$ cat config.mk
export PLATFORM = sky130hd
export DESIGN_NAME = dequant_lane_scheduler_flat
export DESIGN_NICKNAME = d
export VERILOG_FILES = /design/src/rtl/dequant_lane_scheduler_if.sv /design/src/rtl/dequant_lane_scheduler.sv /design/src/flat_wrapper.sv
export SDC_FILE = /design/constraint.sdc
export NUM_CORES = 1
export LEC_CHECK = 0
export CORE_ASPECT_RATIO = 0.8
export CORE_MARGIN = 8
export CORE_UTILIZATION = 35
export CTS_CLUSTER_SIZE = 28
export DETAILED_ROUTE_END_ITERATION = 16
export PLACE_DENSITY = 0.65
export RECOVER_POWER = 100
export SLEW_MARGIN = 20
export SYNTH_ARGS = -nofsm -noshare
export SYNTH_HDL_FRONTEND = slang
export SYNTH_SLANG_ARGS = --single-unit
$ cat constraint.sdc
create_clock -name clk -period 2.7 [get_ports clk]
set_input_delay 0.405 -clock clk [delete_from_list [all_inputs] [get_ports clk]]
set_output_delay 0.405 -clock clk [all_outputs]
set_load 0.02 [all_outputs]
$ cat src/rtl/dequant_lane_scheduler_if.sv
// Element-in / result-out streams of the dequant lane scheduler.
// The slave view belongs to the scheduler; the master view to whoever feeds and drains it.
interface dequant_lane_scheduler_if #(
  parameter int WIDTH = 32
);
  logic             in_valid;
  logic             in_ready;
  logic [WIDTH-1:0] in_level;
  logic             in_is_weight;
  logic             in_last;
  logic             out_valid;
  logic             out_ready;
  logic [WIDTH-1:0] out_data;
  logic             out_last;

  modport master (
    output in_valid, in_level, in_is_weight, in_last, out_ready,
    input  in_ready, out_valid, out_data, out_last
  );

  modport slave (
    input  in_valid, in_level, in_is_weight, in_last, out_ready,
    output in_ready, out_valid, out_data, out_last
  );
endinterface

$ cat src/rtl/dequant_lane_scheduler.sv
// Packs a serial level stream into 4-lane groups for the dequantizer array, waits out its
// fixed latency, then re-serializes the 4 FP32 results in lane order. One group in flight.
module dequant_lane_scheduler #(
  parameter int DQ_LATENCY = 1,
  parameter int WIDTH      = 32
) (
  input  logic                 clk,
  input  logic                 rst,
  dequant_lane_scheduler_if.slave s,
  output logic [4*WIDTH-1:0]   dq_level,
  output logic [3:0]           dq_is_weight,
  input  logic [4*WIDTH-1:0]   dq_weight_fp,
  output logic                 dq_issue,
  output logic                 busy
);

  localparam int WCW = (DQ_LATENCY < 1) ? 1 : $clog2(DQ_LATENCY + 1);

  typedef enum logic [1:0] {
    ST_GATHER = 2'd0,
    ST_WAIT   = 2'd1,
    ST_DRAIN  = 2'd2
  } state_t;

  state_t             state_q, state_d;
  logic [2:0]         cnt_q, cnt_d;
  logic [2:0]         n_q, n_d;
  logic               grp_last_q, grp_last_d;
  logic [WCW-1:0]     wcnt_q, wcnt_d;
  logic               issue_q, issue_d;
  logic [1:0]         idx_q, idx_d;
  logic [4*WIDTH-1:0] lvl_q, lvl_d;
  logic [3:0]         isw_q, isw_d;
  logic [4*WIDTH-1:0] obuf_q, obuf_d;

  logic               at_end;

  assign at_end = ({1'b0, idx_q} == (n_q - 3'd1));

  always_comb begin
    state_d    = state_q;
    cnt_d      = cnt_q;
    n_d        = n_q;
    grp_last_d = grp_last_q;
    wcnt_d     = wcnt_q;
    issue_d    = 1'b0;
    idx_d      = idx_q;
    lvl_d      = lvl_q;
    isw_d      = isw_q;
    obuf_d     = obuf_q;

    case (state_q)
      ST_GATHER: begin
        if (s.in_valid) begin
          lvl_d[int'(cnt_q[1:0])*WIDTH +: WIDTH] = s.in_level;
          isw_d[cnt_q[1:0]]                      = s.in_is_weight;
          cnt_d                                  = cnt_q + 3'd1;
          if (cnt_q == 3'd3 || s.in_last) begin
            // Pad lanes above the last written one so the array sees clean zeros.
            for (int i = 0; i < 4; i++) begin
              if (i > int'(cnt_q)) begin
                lvl_d[i*WIDTH +: WIDTH] = '0;
                isw_d[i]                = 1'b0;
              end
            end
            n_d        = cnt_q + 3'd1;
            grp_last_d = s.in_last;
            wcnt_d     = WCW'(DQ_LATENCY);
            issue_d    = 1'b1;
            state_d    = ST_WAIT;
          end
        end
      end

      ST_WAIT: begin
        if (wcnt_q != '0) begin
          wcnt_d = wcnt_q - WCW'(1);
        end else begin
          obuf_d  = dq_weight_fp;
          idx_d   = 2'd0;
          state_d = ST_DRAIN;
        end
      end

      ST_DRAIN: begin
        if (s.out_ready) begin
          if (at_end) begin
            cnt_d   = 3'd0;
            state_d = ST_GATHER;
          end else begin
            idx_d = idx_q + 2'd1;
          end
        end
      end

      default: state_d = ST_GATHER;
    endcase
  end

  always_ff @(posedge clk) begin
    if (!rst) begin
      state_q    <= ST_GATHER;
      cnt_q      <= 3'd0;
      n_q        <= 3'd0;
      grp_last_q <= 1'b0;
      wcnt_q     <= '0;
      issue_q    <= 1'b0;
      idx_q      <= 2'd0;
      lvl_q      <= '0;
      isw_q      <= 4'd0;
      obuf_q     <= '0;
    end else begin
      state_q    <= state_d;
      cnt_q      <= cnt_d;
      n_q        <= n_d;
      grp_last_q <= grp_last_d;
      wcnt_q     <= wcnt_d;
      issue_q    <= issue_d;
      idx_q      <= idx_d;
      lvl_q      <= lvl_d;
      isw_q      <= isw_d;
      obuf_q     <= obuf_d;
    end
  end

  assign s.in_ready    = (state_q == ST_GATHER);
  assign s.out_valid   = (state_q == ST_DRAIN);
  assign s.out_data    = obuf_q[int'(idx_q)*WIDTH +: WIDTH];
  assign s.out_last    = (state_q == ST_DRAIN) && at_end && grp_last_q;
  assign dq_level      = lvl_q;
  assign dq_is_weight  = isw_q;
  assign dq_issue      = issue_q;
  assign busy          = (state_q != ST_GATHER) || (cnt_q != 3'd0);

endmodule
$ cat src/flat_wrapper.sv
// flat-port wrapper written by rule: the top's interface ports become plain ports
module dequant_lane_scheduler_flat 
#(
  parameter int DQ_LATENCY = 1,
  parameter int WIDTH      = 32
)
  (clk, rst, dq_level, dq_is_weight, dq_weight_fp, dq_issue, busy, s_in_valid, s_in_level, s_in_is_weight, s_in_last, s_out_ready, s_in_ready, s_out_valid, s_out_data, s_out_last);
  dequant_lane_scheduler_if #(.WIDTH(WIDTH)) s_i ();
  input  logic clk;
  input  logic rst;
  output logic [4*WIDTH-1:0] dq_level;
  output logic [3:0] dq_is_weight;
  input  logic [4*WIDTH-1:0] dq_weight_fp;
  output logic dq_issue;
  output logic busy;
  input wire logic [$bits(s_i.in_valid)-1:0] s_in_valid;
  input wire logic [$bits(s_i.in_level)-1:0] s_in_level;
  input wire logic [$bits(s_i.in_is_weight)-1:0] s_in_is_weight;
  input wire logic [$bits(s_i.in_last)-1:0] s_in_last;
  input wire logic [$bits(s_i.out_ready)-1:0] s_out_ready;
  output wire logic [$bits(s_i.in_ready)-1:0] s_in_ready;
  output wire logic [$bits(s_i.out_valid)-1:0] s_out_valid;
  output wire logic [$bits(s_i.out_data)-1:0] s_out_data;
  output wire logic [$bits(s_i.out_last)-1:0] s_out_last;
  assign s_i.in_valid = s_in_valid;
  assign s_i.in_level = s_in_level;
  assign s_i.in_is_weight = s_in_is_weight;
  assign s_i.in_last = s_in_last;
  assign s_i.out_ready = s_out_ready;
  assign s_in_ready = s_i.in_ready;
  assign s_out_valid = s_i.out_valid;
  assign s_out_data = s_i.out_data;
  assign s_out_last = s_i.out_last;
  dequant_lane_scheduler #(.DQ_LATENCY(DQ_LATENCY), .WIDTH(WIDTH)) u_core (.clk(clk), .rst(rst), .s(s_i), .dq_level(dq_level), .dq_is_weight(dq_is_weight), .dq_weight_fp(dq_weight_fp), .dq_issue(dq_issue), .busy(busy));
endmodule
==> results.cfg <==
[placed_design]
port_buffers = 334
gp_congestion = 0.8337
dp_hpwl_um = 26100

[setup_path]
path_depth = 3
critical_path_buf_inv_count = 2
worstPathCellList = buf_6, mux4_2, dlygate4sd2_1
worstPathRequired_ns = 2.30
crit_path_end = s_out_data[27]
regToRegStartpoint = u_core.cnt_q[0]
cp-start-kind = flop
setup.worst_path.class = reg -> out
worstPathMaxFanout = 17
cp_slowest_stage_delay_ns = 0.54
setup.reg_to_reg.worst_slack_ns = 0.20
register_to_register_path_depth = 7
r2r_end = u_core.dq_level[7]
crit_family = buffers and inverters
worst_path_max_delay_cell = sky130_fd_sc_hd__mux4_2
critical_path.endpoint_type = primary output
critical_path.startpoint = u_core.idx_q[0]
arrival_time_worst_endpoint_ns = 2.16

[routing]
postRouteWirelength_um = 37510
drc_errors = 0
avgViaCountPerCell = 5.040
avgRoutedWirePerCell_um = 18.71
via_count = 10110
first_iter_violations = 727
drt_pass1_iterations = 5
ant_nets = 0

[min_path]
worstHoldPathType = in -> reg

[clock_network]
cts.path.max_buffers = 3
clock_sink_count = 273
htree_levels = 1
post_cts.repair.setup_buffers = 0
cts_buffers = 29
cts_tree = built
clk-insertion-delay-late_ns = 0.55
clockRootBuffer = sky130_fd_sc_hd__clkbuf_16
clk_transition_reported_paths_ns = 0.06

[sta]
hold_slack_ns = 0.4039
max_slew.worst_pin.slew_ns = 0.9170
setup_viol_count_final = 0
final.period_utilization = 0.9513
rsz0062_at_grt = no
final.min_clock_period_ns = 2.568
clock_skew_ns = 0.02179
max_slew_margin = 0.3822
timing.fmax_ghz = 0.3893
slew_viol_final = 0
setup_tns_ns = 0
timing.final.hold_violations = 0

[power_and_ir_drop]
p_int_uw = 7198
proportion_of_power_drawn_by_flip_flops_and_latches = 0.442
cellLeakagePower_uw = 0.005727
irDropWorstVdd_mv = 0.4618
power_per_cell_area_mw_per_mm2 = 623.1
power_switching_share = 0.2458
switchingPower_uw = 2345
clock_share_of_power = 0.440
power.share.combinational = 0.119

[yosys]
netlist.area_leader.share = 0.5073
synth.lib_cells_used.distinct = 39
dominantRegCellSynth = sky130_fd_sc_hd__dfxtp_1
post_synth_main_area_contributors = sky130_fd_sc_hd__dfxtp_1, sky130_fd_sc_hd__nand2_1, sky130_fd_sc_hd__a21oi_1
postSynthCellCount = 1281
netlist.top_cell.by_area = sky130_fd_sc_hd__dfxtp_1
synthesis.yosys.warnings = 0
synth_async_sr_flop_share = 0
synth_enable_flop_cells = 0
yosys-top-cells-count = sky130_fd_sc_hd__nand2_1, sky130_fd_sc_hd__dfxtp_1, sky130_fd_sc_hd__a21oi_1
synth_seq_cells = 273
synthMostInstantiatedCell = sky130_fd_sc_hd__nand2_1
synthesis.area_per_instance_um2 = 8.410
ys_seq_area_frac = 0.5073
synth_fp_nets = 1455
syn-cell-area_mm2 = 0.01077

[job]
total_of_max_cap_violations = 0

[floorplan]
io_pins = 335
initial_utilization = 0.3554
floorplan.rows = 57
fp.dieArea_mm2 = 0.03669
die_h_um = 172.9
die_width_um = 212.2
coreArea_mm2 = 0.03031

[grt]
antenna_violations_before_repair = 2
first_global_vias = 9631
maximum_number_of_pins_on_one_net_before_global_route_repair = 121
globalRoute.totalOverflow = 0
globalRouteTotalUtil = 0.1947
global_route_wire_length_before_repair_um = 57550

[cells_and_area]
final_net_count = 1745
post_route_cells_drive_above_1_share = 0.07542
layout-area-overhead-vs-synth_pct = 42.16

[run_status]
status = finished, final reports clean
## flip-flops by register name (all words and copies together) (netlist names)
register and count:
u_core.dq_level 128, u_core.obuf_q 128, u_core.dq_is_weight 4, u_core.cnt_q 3, u_core.n_q 3, u_core.idx_q 2, u_core.state_q 2, u_core.dq_issue 1
u_core.grp_last_q 1, u_core.wcnt_q 1
## area by class of cell
class / count / area [um^2]
multi-input cells: 890 / 4692
clock buffers: 41 / 820.8
well taps: 413 / 516.7
flip-flops and latches: 273 / 5468
repair buffers: 369 / 3605
fillers: 2886 / 15000
diodes: 1 / 2.502
clock inverters: 10 / 175.2
inverters: 8 / 35.03
## kinds of logic after synthesis
group | synth area share
buffers and inverters | 0.05738
AND/OR/NAND/NOR | 0.2181
XOR/XNOR | 0.003253
multiplexers | 0.06969
adder cells (fa/ha/maj) | 0.009292
AO/OA/AOI/OAI | 0.1350
flip-flops | 0.5073
## timing repair
action | in CTS | in global routing
endpoints found under the setup margin | 34 | 1
hold buffers | 0 | 0
pin swaps | 0 | 0
gates resized for setup | 34 | 2
## layer usage
layer	wire, um	track usage
met5	13	0
met3	2681	0.04807
met4	1026	0.05408
met1	16060	0.2555
met2	17730	0.3147
## per-stage QoR
step	util	power, uW	cells	cell area (um^2)	setup slack (ns)
after floorplan	-	4884	1281	10770	0.8346
after global placement	0.4773	5478	1953	14470	0.4045
after detailed placement	0.4773	5495	1953	14470	0.3876
after CTS	0.5087	9710	2004	15420	0.05375
after global routing	0.5053	9926	2005	15310	0.006365
final	0.5053	9543	2005	15310	0.1316
## power by group through the flow
stage | Clock, uW | Sequential (uW) | Combinational [uW]
2_1_floorplan | 0 | 4330 | 555
3_3_place_gp | 0 | 4300 | 1180
3_5_place_dp | 0 | 4310 | 1190
4_1_cts | 4310 | 4220 | 1180
5_1_grt | 4480 | 4230 | 1220
6_report | 4190 | 4220 | 1130
## worst min-delay path by stage
stage | start | endpoint | slack, ns | cells after the start
2_1_floorplan | u_core.obuf_q[64] | u_core.obuf_q[64] | 0.43 | 2
4_1_cts | dq_weight_fp[29] | u_core.obuf_q[29] | 0.37 | 3
6_report | dq_weight_fp[11] | u_core.obuf_q[11] | 0.40 | 3
5_1_grt | dq_weight_fp[50] | u_core.obuf_q[50] | 0.39 | 3
3_5_place_dp | u_core.dq_level[102] | u_core.dq_level[102] | 0.44 | 2
3_3_place_gp | u_core.dq_level[113] | u_core.dq_level[113] | 0.44 | 2
## worst min-delay path, cell delays in order
cell	delay [ns]
sky130_fd_sc_hd__clkdlybuf4s50_1	0.40
sky130_fd_sc_hd__nand2_1	0.06
sky130_fd_sc_hd__a21oi_1	0.05
## cells in the final DEF, fill, tap and decap left out, types with 2 or more instances in the layout
cell type                           n
sky130_fd_sc_hd__dfxtp_1          271
sky130_fd_sc_hd__nand4b_1           2
sky130_fd_sc_hd__clkinv_2           5
sky130_fd_sc_hd__mux2i_1            3
sky130_fd_sc_hd__dlygate4sd2_1     33
sky130_fd_sc_hd__bufinv_16          5
sky130_fd_sc_hd__clkbuf_1           9
sky130_fd_sc_hd__xor2_1             3
sky130_fd_sc_hd__nand2_1          401
sky130_fd_sc_hd__dlygate4sd3_1    134
sky130_fd_sc_hd__buf_6              2
sky130_fd_sc_hd__and3_1             3
sky130_fd_sc_hd__and3b_1            2
sky130_fd_sc_hd__o21ai_0            8
sky130_fd_sc_hd__nor3_1             2
sky130_fd_sc_hd__clkbuf_16         29
sky130_fd_sc_hd__and2_1             4
sky130_fd_sc_hd__mux4_2            32
sky130_fd_sc_hd__buf_12             5
sky130_fd_sc_hd__clkdlybuf4s50_1  166
sky130_fd_sc_hd__nor3_2             2
sky130_fd_sc_hd__buf_4             18
sky130_fd_sc_hd__nor3b_2            2
sky130_fd_sc_hd__clkbuf_8           5
sky130_fd_sc_hd__nand3_1          133
sky130_fd_sc_hd__dfxtp_2            2
sky130_fd_sc_hd__ha_1               8
sky130_fd_sc_hd__clkbuf_2           8
sky130_fd_sc_hd__inv_1              6
sky130_fd_sc_hd__nor2_1             6
sky130_fd_sc_hd__a21oi_1          265
(Power assumes the default switching activity.)
